==> config.mk <==
export PLATFORM = sky130hd
export DESIGN_NAME = uart_boot_loader
export DESIGN_NICKNAME = d
export VERILOG_FILES = /design/src/rtl/uart_boot_loader.sv
export SDC_FILE = /design/constraint.sdc
export NUM_CORES = 1
export LEC_CHECK = 0
export CELL_PAD_IN_SITES_DETAIL_PLACEMENT = 1
export CELL_PAD_IN_SITES_GLOBAL_PLACEMENT = 1
export CORE_AREA = 2 2 131 165
export CTS_CLUSTER_DIAMETER = 30
export DETAILED_ROUTE_END_ITERATION = 6
export DIE_AREA = 0 0 133 167
export PLACE_DENSITY = 0.82
export SETUP_SLACK_MARGIN = 0.05
export SLEW_MARGIN = 30
export SYNTH_ARGS = -nofsm -noshare
export SYNTH_HDL_FRONTEND = slang
export SYNTH_SLANG_ARGS = --single-unit
==> constraint.sdc <==
create_clock -name clk_i -period 3.36 [get_ports clk_i]
set_input_delay 0.672 -clock clk_i [delete_from_list [all_inputs] [get_ports clk_i]]
set_output_delay 0.672 -clock clk_i [all_outputs]
set_load 0.05 [all_outputs]
==> src/rtl/uart_boot_loader.sv <==
`default_nettype none
// ============================================================================
//  Module   : uart_boot_loader
//  Purpose  : Receives boot images over an 8N1 UART link and writes them into
//             one of several target memories while holding the system in
//             reset. A zero-length frame releases the system.
//             Optional feature macro: UART_BOOT_LOADER_CHECKSUM_EN adds a
//             trailing 8-bit additive checksum byte to every frame.
//  Revision : 1.0 - initial release
// ============================================================================
module uart_boot_loader #(
    parameter int DataWidth  = 32,
    parameter int AddrWidth  = 12,
    parameter int NumTargets = 2
) (
    input  logic                                                clk_i,
    input  logic                                                rst_i,
    input  logic                                                rx_i,
    input  logic [15:0]                                         clks_per_bit_i,
    output logic                                                mem_req_o,
    input  logic                                                mem_gnt_i,
    output logic [((NumTargets > 1) ? $clog2(NumTargets) : 1)-1:0] mem_sel_o,
    output logic [AddrWidth-1:0]                                mem_addr_o,
    output logic [DataWidth-1:0]                                mem_wdata_o,
    output logic                                                sys_rst_o,
    output logic                                                done_o,
    output logic                                                err_o
);

    localparam int          c_SEL_W      = (NumTargets > 1) ? $clog2(NumTargets) : 1;
    localparam int          c_BYTES      = DataWidth / 8;
    localparam logic [2:0]  c_LAST_BIDX  = 3'(c_BYTES - 1);
    localparam logic [7:0]  c_NUM_TGT    = 8'(NumTargets);
    localparam logic [17:0] c_ADDR_SPACE = 18'd1 << AddrWidth;
    localparam logic [7:0]  c_SYNC_BYTE  = 8'hA5;

    // ------------------------------------------------------------------
    // UART receiver
    // ------------------------------------------------------------------
    typedef enum logic [1:0] {
        RX_IDLE  = 2'd0,
        RX_START = 2'd1,
        RX_DATA  = 2'd2,
        RX_STOP  = 2'd3
    } rx_state_t;

    rx_state_t   r_rx_st;
    logic        r_rx_s1;
    logic        r_rx_s2;
    logic        r_rx_prev;
    logic [15:0] r_cnt;
    logic [2:0]  r_bit;
    logic [7:0]  r_shreg;
    logic [7:0]  r_byte;
    logic        r_byte_vld;
    logic        r_frame_err;

    logic [15:0] w_half;
    logic [15:0] w_full;

    assign w_half = {1'b0, clks_per_bit_i[15:1]} - 16'd1;
    assign w_full = clks_per_bit_i - 16'd1;

    // Two-flop synchronizer plus a delayed copy for falling-edge detection
    always_ff @(posedge clk_i) begin
        if (rst_i) begin
            r_rx_s1   <= 1'b1;
            r_rx_s2   <= 1'b1;
            r_rx_prev <= 1'b1;
        end else begin
            r_rx_s1   <= rx_i;
            r_rx_s2   <= r_rx_s1;
            r_rx_prev <= r_rx_s2;
        end
    end

    // Bit-timing engine: mid-start check, full-bit data sampling, stop check
    always_ff @(posedge clk_i) begin
        if (rst_i) begin
            r_rx_st     <= RX_IDLE;
            r_cnt       <= 16'd0;
            r_bit       <= 3'd0;
            r_shreg     <= 8'd0;
            r_byte      <= 8'd0;
            r_byte_vld  <= 1'b0;
            r_frame_err <= 1'b0;
        end else begin
            r_byte_vld  <= 1'b0;
            r_frame_err <= 1'b0;
            case (r_rx_st)
                RX_IDLE: begin
                    r_cnt <= 16'd0;
                    if (r_rx_prev && !r_rx_s2) begin
                        r_rx_st <= RX_START;
                    end
                end
                RX_START: begin
                    if (r_cnt == w_half) begin
                        r_cnt   <= 16'd0;
                        r_bit   <= 3'd0;
                        // A line back high at mid-start is a glitch: drop it quietly
                        r_rx_st <= r_rx_s2 ? RX_IDLE : RX_DATA;
                    end else begin
                        r_cnt <= r_cnt + 16'd1;
                    end
                end
                RX_DATA: begin
                    if (r_cnt == w_full) begin
                        r_cnt   <= 16'd0;
                        r_shreg <= {r_rx_s2, r_shreg[7:1]};
                        r_bit   <= r_bit + 3'd1;
                        if (r_bit == 3'd7) begin
                            r_rx_st <= RX_STOP;
                        end
                    end else begin
                        r_cnt <= r_cnt + 16'd1;
                    end
                end
                RX_STOP: begin
                    if (r_cnt == w_full) begin
                        r_cnt   <= 16'd0;
                        r_rx_st <= RX_IDLE;
                        if (r_rx_s2) begin
                            r_byte     <= r_shreg;
                            r_byte_vld <= 1'b1;
                        end else begin
                            r_frame_err <= 1'b1;
                        end
                    end else begin
                        r_cnt <= r_cnt + 16'd1;
                    end
                end
                default: r_rx_st <= RX_IDLE;
            endcase
        end
    end

    // ------------------------------------------------------------------
    // Frame parser and memory write engine
    // ------------------------------------------------------------------
    typedef enum logic [3:0] {
        S_IDLE  = 4'd0,
        S_TGT   = 4'd1,
        S_LEN0  = 4'd2,
        S_LEN1  = 4'd3,
        S_ADR0  = 4'd4,
        S_ADR1  = 4'd5,
        S_DATA  = 4'd6,
        S_WRITE = 4'd7,
`ifdef UART_BOOT_LOADER_CHECKSUM_EN
        S_CSUM  = 4'd8,
`endif
        S_DONE  = 4'd9,
        S_ERR   = 4'd10
    } state_t;

    state_t                r_state;
    logic [15:0]           r_len;
    logic [7:0]            r_addr_lo;
    logic [15:0]           r_words_left;
    logic [2:0]            r_bidx;
    logic [DataWidth-1:0]  r_word_buf;
    logic                  r_req;
    logic [c_SEL_W-1:0]    r_sel;
    logic [AddrWidth-1:0]  r_addr;
    logic [DataWidth-1:0]  r_wdata;
    logic                  r_sys_rst;
    logic                  r_done;
    logic                  r_err;
`ifdef UART_BOOT_LOADER_CHECKSUM_EN
    logic [7:0]            r_sum;
    logic                  r_end;
`endif

    logic [15:0]          w_start;
    logic [17:0]          w_span;
    logic                 w_fits;
    logic                 w_grant;
    logic                 w_last_byte;
    logic [DataWidth-1:0] w_word;

    assign w_start     = {r_byte, r_addr_lo};
    assign w_span      = {2'b00, w_start} + {2'b00, r_len};
    assign w_fits      = (w_span <= c_ADDR_SPACE);
    assign w_grant     = r_req & mem_gnt_i;
    assign w_last_byte = (r_bidx == c_LAST_BIDX);

    // Current word with the just-received byte merged in (little-endian)
    always_comb begin
        w_word = r_word_buf;
        for (int i = 0; i < c_BYTES; i++) begin
            if (r_bidx == 3'(i)) begin
                w_word[i*8 +: 8] = r_byte;
            end
        end
    end

    // Main control FSM with registered memory-port and status outputs
    always_ff @(posedge clk_i) begin
        if (rst_i) begin
            r_state      <= S_IDLE;
            r_len        <= 16'd0;
            r_addr_lo    <= 8'd0;
            r_words_left <= 16'd0;
            r_bidx       <= 3'd0;
            r_word_buf   <= '0;
            r_req        <= 1'b0;
            r_sel        <= '0;
            r_addr       <= '0;
            r_wdata      <= '0;
            r_sys_rst    <= 1'b1;
            r_done       <= 1'b0;
            r_err        <= 1'b0;
`ifdef UART_BOOT_LOADER_CHECKSUM_EN
            r_sum        <= 8'd0;
            r_end        <= 1'b0;
`endif
        end else begin
            // Accepted write: retire the request and step to the next word
            if (w_grant) begin
                r_req  <= 1'b0;
                r_addr <= r_addr + 1'b1;
            end

            if (r_frame_err && (r_state != S_DONE) && (r_state != S_ERR)) begin
                r_state <= S_ERR;
                r_req   <= 1'b0;
                r_err   <= 1'b1;
            end else if (r_byte_vld) begin
`ifdef UART_BOOT_LOADER_CHECKSUM_EN
                r_sum <= r_sum + r_byte;
`endif
                case (r_state)
                    S_IDLE: begin
                        if (r_byte == c_SYNC_BYTE) begin
                            r_state <= S_TGT;
`ifdef UART_BOOT_LOADER_CHECKSUM_EN
                            r_sum   <= 8'd0;
`endif
                        end
                    end
                    S_TGT: begin
                        if (r_byte >= c_NUM_TGT) begin
                            r_state <= S_ERR;
                            r_req   <= 1'b0;
                            r_err   <= 1'b1;
                        end else begin
                            r_sel   <= r_byte[c_SEL_W-1:0];
                            r_state <= S_LEN0;
                        end
                    end
                    S_LEN0: begin
                        r_len[7:0] <= r_byte;
                        r_state    <= S_LEN1;
                    end
                    S_LEN1: begin
                        r_len[15:8] <= r_byte;
                        r_state     <= S_ADR0;
                    end
                    S_ADR0: begin
                        r_addr_lo <= r_byte;
                        r_state   <= S_ADR1;
                    end
                    S_ADR1: begin
                        // Reject any frame that would run past the top of memory
                        if (!w_fits) begin
                            r_state <= S_ERR;
                            r_req   <= 1'b0;
                            r_err   <= 1'b1;
                        end else begin
                            r_addr       <= w_start[AddrWidth-1:0];
                            r_words_left <= r_len;
                            r_bidx       <= 3'd0;
                            if (r_len == 16'd0) begin
`ifdef UART_BOOT_LOADER_CHECKSUM_EN
                                r_end   <= 1'b1;
                                r_state <= S_CSUM;
`else
                                r_state   <= S_DONE;
                                r_done    <= 1'b1;
                                r_sys_rst <= 1'b0;
`endif
                            end else begin
`ifdef UART_BOOT_LOADER_CHECKSUM_EN
                                r_end   <= 1'b0;
`endif
                                r_state <= S_DATA;
                            end
                        end
                    end
                    S_DATA: begin
                        if (w_last_byte) begin
                            r_bidx <= 3'd0;
                            if (r_req && !mem_gnt_i) begin
                                // Previous word still waiting: memory too slow
                                r_state <= S_ERR;
                                r_req   <= 1'b0;
                                r_err   <= 1'b1;
                            end else begin
                                r_wdata      <= w_word;
                                r_req        <= 1'b1;
                                r_words_left <= r_words_left - 16'd1;
                                if (r_words_left == 16'd1) begin
                                    r_state <= S_WRITE;
                                end
                            end
                        end else begin
                            r_word_buf <= w_word;
                            r_bidx     <= r_bidx + 3'd1;
                        end
                    end
                    S_WRITE: begin
                        // A new byte before the last word is accepted is an overrun
                        r_state <= S_ERR;
                        r_req   <= 1'b0;
                        r_err   <= 1'b1;
                    end
`ifdef UART_BOOT_LOADER_CHECKSUM_EN
                    S_CSUM: begin
                        if (r_byte != r_sum) begin
                            r_state <= S_ERR;
                            r_req   <= 1'b0;
                            r_err   <= 1'b1;
                        end else if (r_end) begin
                            r_state   <= S_DONE;
                            r_done    <= 1'b1;
                            r_sys_rst <= 1'b0;
                        end else begin
                            r_state <= S_IDLE;
                        end
                    end
`endif
                    S_DONE: ;
                    S_ERR:  ;
                    default: begin
                        r_state <= S_ERR;
                        r_req   <= 1'b0;
                        r_err   <= 1'b1;
                    end
                endcase
            end else if ((r_state == S_WRITE) && w_grant) begin
`ifdef UART_BOOT_LOADER_CHECKSUM_EN
                r_state <= S_CSUM;
`else
                r_state <= S_IDLE;
`endif
            end
        end
    end

    assign mem_req_o   = r_req;
    assign mem_sel_o   = r_sel;
    assign mem_addr_o  = r_addr;
    assign mem_wdata_o = r_wdata;
    assign sys_rst_o   = r_sys_rst;
    assign done_o      = r_done;
    assign err_o       = r_err;

endmodule
`default_nettype wire

==> qor.csv <==
metric,value,unit
cp_slowest_cell,fa_2,
ys_types,83,
hp-class,reg2reg,
cts_tree,yes,
syn_avg_cell_area,8.431,sq um
syn_inst,1083,
yosys-top-cells-area,"dfxtp_1 (36%), mux2i_1 (9.6%), nor2_1 (6.7%), xnor2_1 (4.0%), ha_1 (4.0%)",
ys_ff_latch,162,
final_max_slew_viol_count,0,
cts_htree_levels,4,
grt_pass1_wl,46.33,mm
clkSinkCount,162,
ctsRootBufferMaster,clkbuf_16,
grt_usage,25.70,%
clock.fmax,305.6,MHz
layout_common_cells,"dfxtp_1 (160), nor2_1 (157), buf_4 (96), mux2i_1 (88), nand2_1 (85)",
fin_crit_sh,97.38,%
synth-seq-area-share,35.52,%
placed_area,10520,sq um
fin_crit,3.272,ns
power.internal,3.103,mW
synth_edf_count,0,
crit_buf_inv,2,
worst_r2r_endpoint,r_words_left[14]$_SDFFE_PP0P_,
ant_nets,0,
setup_viol,0,
drv_cap,0,
synth_nets,1133,
io_pins,69,
synth_top_flop_cell,dfxtp_1,
wl,29.81,mm
ys_async_sr_fraction,0,%
path_clk_slew,0.07,ns
min_path_cells,2,
critPathLaunchType,flip-flop,
slowest_delay,0.42,ns
startpoint,r_addr_lo[0]$_SDFFE_PP0P_,
clock_latency,0.43,ns
seq_power_share,46.4,%
crit_family,compound AO/OA/AOI/OAI gates,
grt-busiest-layer,met2,
via_per_inst,5.890,
cts_buffers,17,
ir_drop,434.6,uV
dp_worst_setup_slack,-0.4945,ns
grt_max_degree,65,
start_util,44.34,%
crit_fanout,7,
die-area,22210,sq um
cp_cell_sequence,ha_4 -> fa_2 -> a211oi_4 -> o21ai_4 -> a32oi_2 -> buf_4 -> o211ai_1 -> nor4b_2 -> and4_4 -> a21oi_4 -> buf_6 -> or2_0 -> a221oi_2,
grt_pass1_vias,9164,
worstPathArrival,3.62,ns
die_y,167,um
setup_ws,0.08797,ns
postLayoutCoreUtil,55.60,%
p_total,4.144,mW
cts.path.max_buffers,2,
antenna_found_initial,0,
r2r_slack,0.09,ns
yosysTopAreaCell,dfxtp_1,
drtIter0Drc,421,
rows,59,
diodes,0,
worstMarginPinSlew,0.6934,ns
yosys_warnings,0,
core_area,20600,sq um
first_pass_iters,5,
dp_hpwl,19.80,mm
skew,0.009443,ns
p_sw,1.041,mW
io_buffers,68,
min_from,sys_rst_o$_SDFFE_PP1P_,
num_vias,8729,
die_w,133,um
worstPathRequired,3.71,ns
rsz0062_at_grt,yes,
switching_share,25.12,%
gp_congestion,0.8572,
hold_viol,0,
rr_worst_depth,13,
cp-end-kind,flip-flop,
max_slew_margin,53.42,%
syn_area,9131,sq um
whs,0.4431,ns
path_class,reg2reg,
yosysTopAreaCellShare,35.52,%
power_density,361.8,nW/um^2
drive_gt1_share,16.64,%
synthToLayoutAreaGrowth,25.42,%
final_area,11450,sq um
drc_errors,0,
status,"finished, final reports clean",
p_leak,4.582,nW
grt.met1_usage,29.55,%
hold_end,sys_rst_o$_SDFFE_PP1P_,
gr-usage-met3,3.257,%
power_frac_comb,5.1,%
avgRoutedWirePerCell,20.11,um
dpl.cell_count,1439,
final_common_cell,dfxtp_1,
final_nets,1245,
met2_usage,47.56,%
clockPowerShare,48.5,%
worstReg2RegStart,r_addr_lo[0]$_SDFFE_PP0P_,
fillers,2407,
tns,0,ns
instances_no_fill,1482,
overflow,0,
-- routing by layer --
layer	share of wire, %	vias up
met5	0	-
met4	3.6	0
met3	3.6	81
met2	52	226
met1	41	4322
li1	-	4100
-- flip-flops by register name, summed over array words and instances, names as in the netlist, 3 cells and up, named ones only --
| signal | flops |
|---|---|
| r_bidx | 3 |
| r_state | 4 |
| r_cnt | 16 |
| r_len | 16 |
| r_byte | 8 |
| r_shreg | 8 |
| mem_addr_o | 12 |
| r_addr_lo | 8 |
| r_words_left | 16 |
| r_word_buf | 24 |
| mem_wdata_o | 32 |
| r_bit | 3 |
-- cell families after synthesis --
family	Yosys count	synth area share, %
fa+ha+maj	30	4.193
mux	91	10.02
compound gates	213	16.05
flops	162	35.52
xor+xnor	72	6.906
buf+inv	98	4.522
simple gates	417	22.80
-- synth_stat cells (4+ instances only) --
master,number
nor2_1,163
dfxtp_1,162
mux2i_1,88
nand2_1,85
clkbuf_1,61
a21oi_1,57
a211oi_1,42
xnor2_1,42
xor2_1,30
ha_1,29
o21ai_0,29
nand3_1,28
inv_1,22
and3_1,16
nand4_1,16
nor3_1,15
nor4_1,14
nor2b_1,13
a31oi_1,11
nand2b_1,11
and2_1,8
o211ai_1,7
or2_2,7
buf_2,6
o22ai_1,6
or3_1,6
a21o_1,5
buf_6,5
or4_1,5
a211o_1,4
a221oi_1,4
buf_1,4
o32ai_1,4
-- power by group through the flow --
stage / registers (mW) / clock network [mW] / logic (mW)
finish: 1.92 / 2.01 / 0.209
global route: 1.92 / 2.10 / 0.224
CTS: 1.92 / 2.03 / 0.198
detailed placement: 1.97 / 0 / 0.193
global placement: 1.97 / 0 / 0.187
floorplan: 1.97 / 0 / 0.109
-- how the worst max path moves through the flow --
stage	end	slack, ns	cells after the start
6_report	r_words_left[14]$_SDFFE_PP0P_	0.09	13
5_1_grt	r_words_left[14]$_SDFFE_PP0P_	-0.03	13
4_1_cts	r_bit[1]$_SDFFE_PP0P_	0.03	12
3_5_place_dp	r_byte[0]$_SDFFE_PP0P_	-0.49	12
3_3_place_gp	r_bit[2]$_SDFFE_PP0P_	-0.38	12
2_1_floorplan	r_cnt[0]$_SDFF_PP0_	0.23	11
-- what timing repair did --
item,CTS,global route
hold buffers,0,0
setup buffers,1,9
pin swaps,2,24
endpoints found under the setup margin,60,71
cloned,0,1
gates resized for setup,11,43
-- final cells by class --
class	count	area, sq um	area share (%)
Inverter	22	82.58	0.7211
Sequential cell	162	3246	28.34
Tap cell	274	342.8	2.994
Timing Repair Buffer	169	1500	13.10
Clock buffer	20	456.7	3.988
Multi-Input combinational cell	823	5687	49.66
Clock inverter	12	137.6	1.202
-- worst register-to-register path, stage by stage, from the launching register on --
cell and delay (ns):
dfxtp_2 0.34, ha_4 0.16, fa_2 0.42, a211oi_4 0.29
o21ai_4 0.13, a32oi_2 0.26, buf_4 0.15, o211ai_1 0.10
nor4b_2 0.33, and4_4 0.30, a21oi_4 0.11, buf_6 0.15
or2_0 0.23, a221oi_2 0.22
(Power assumes the default switching activity.)
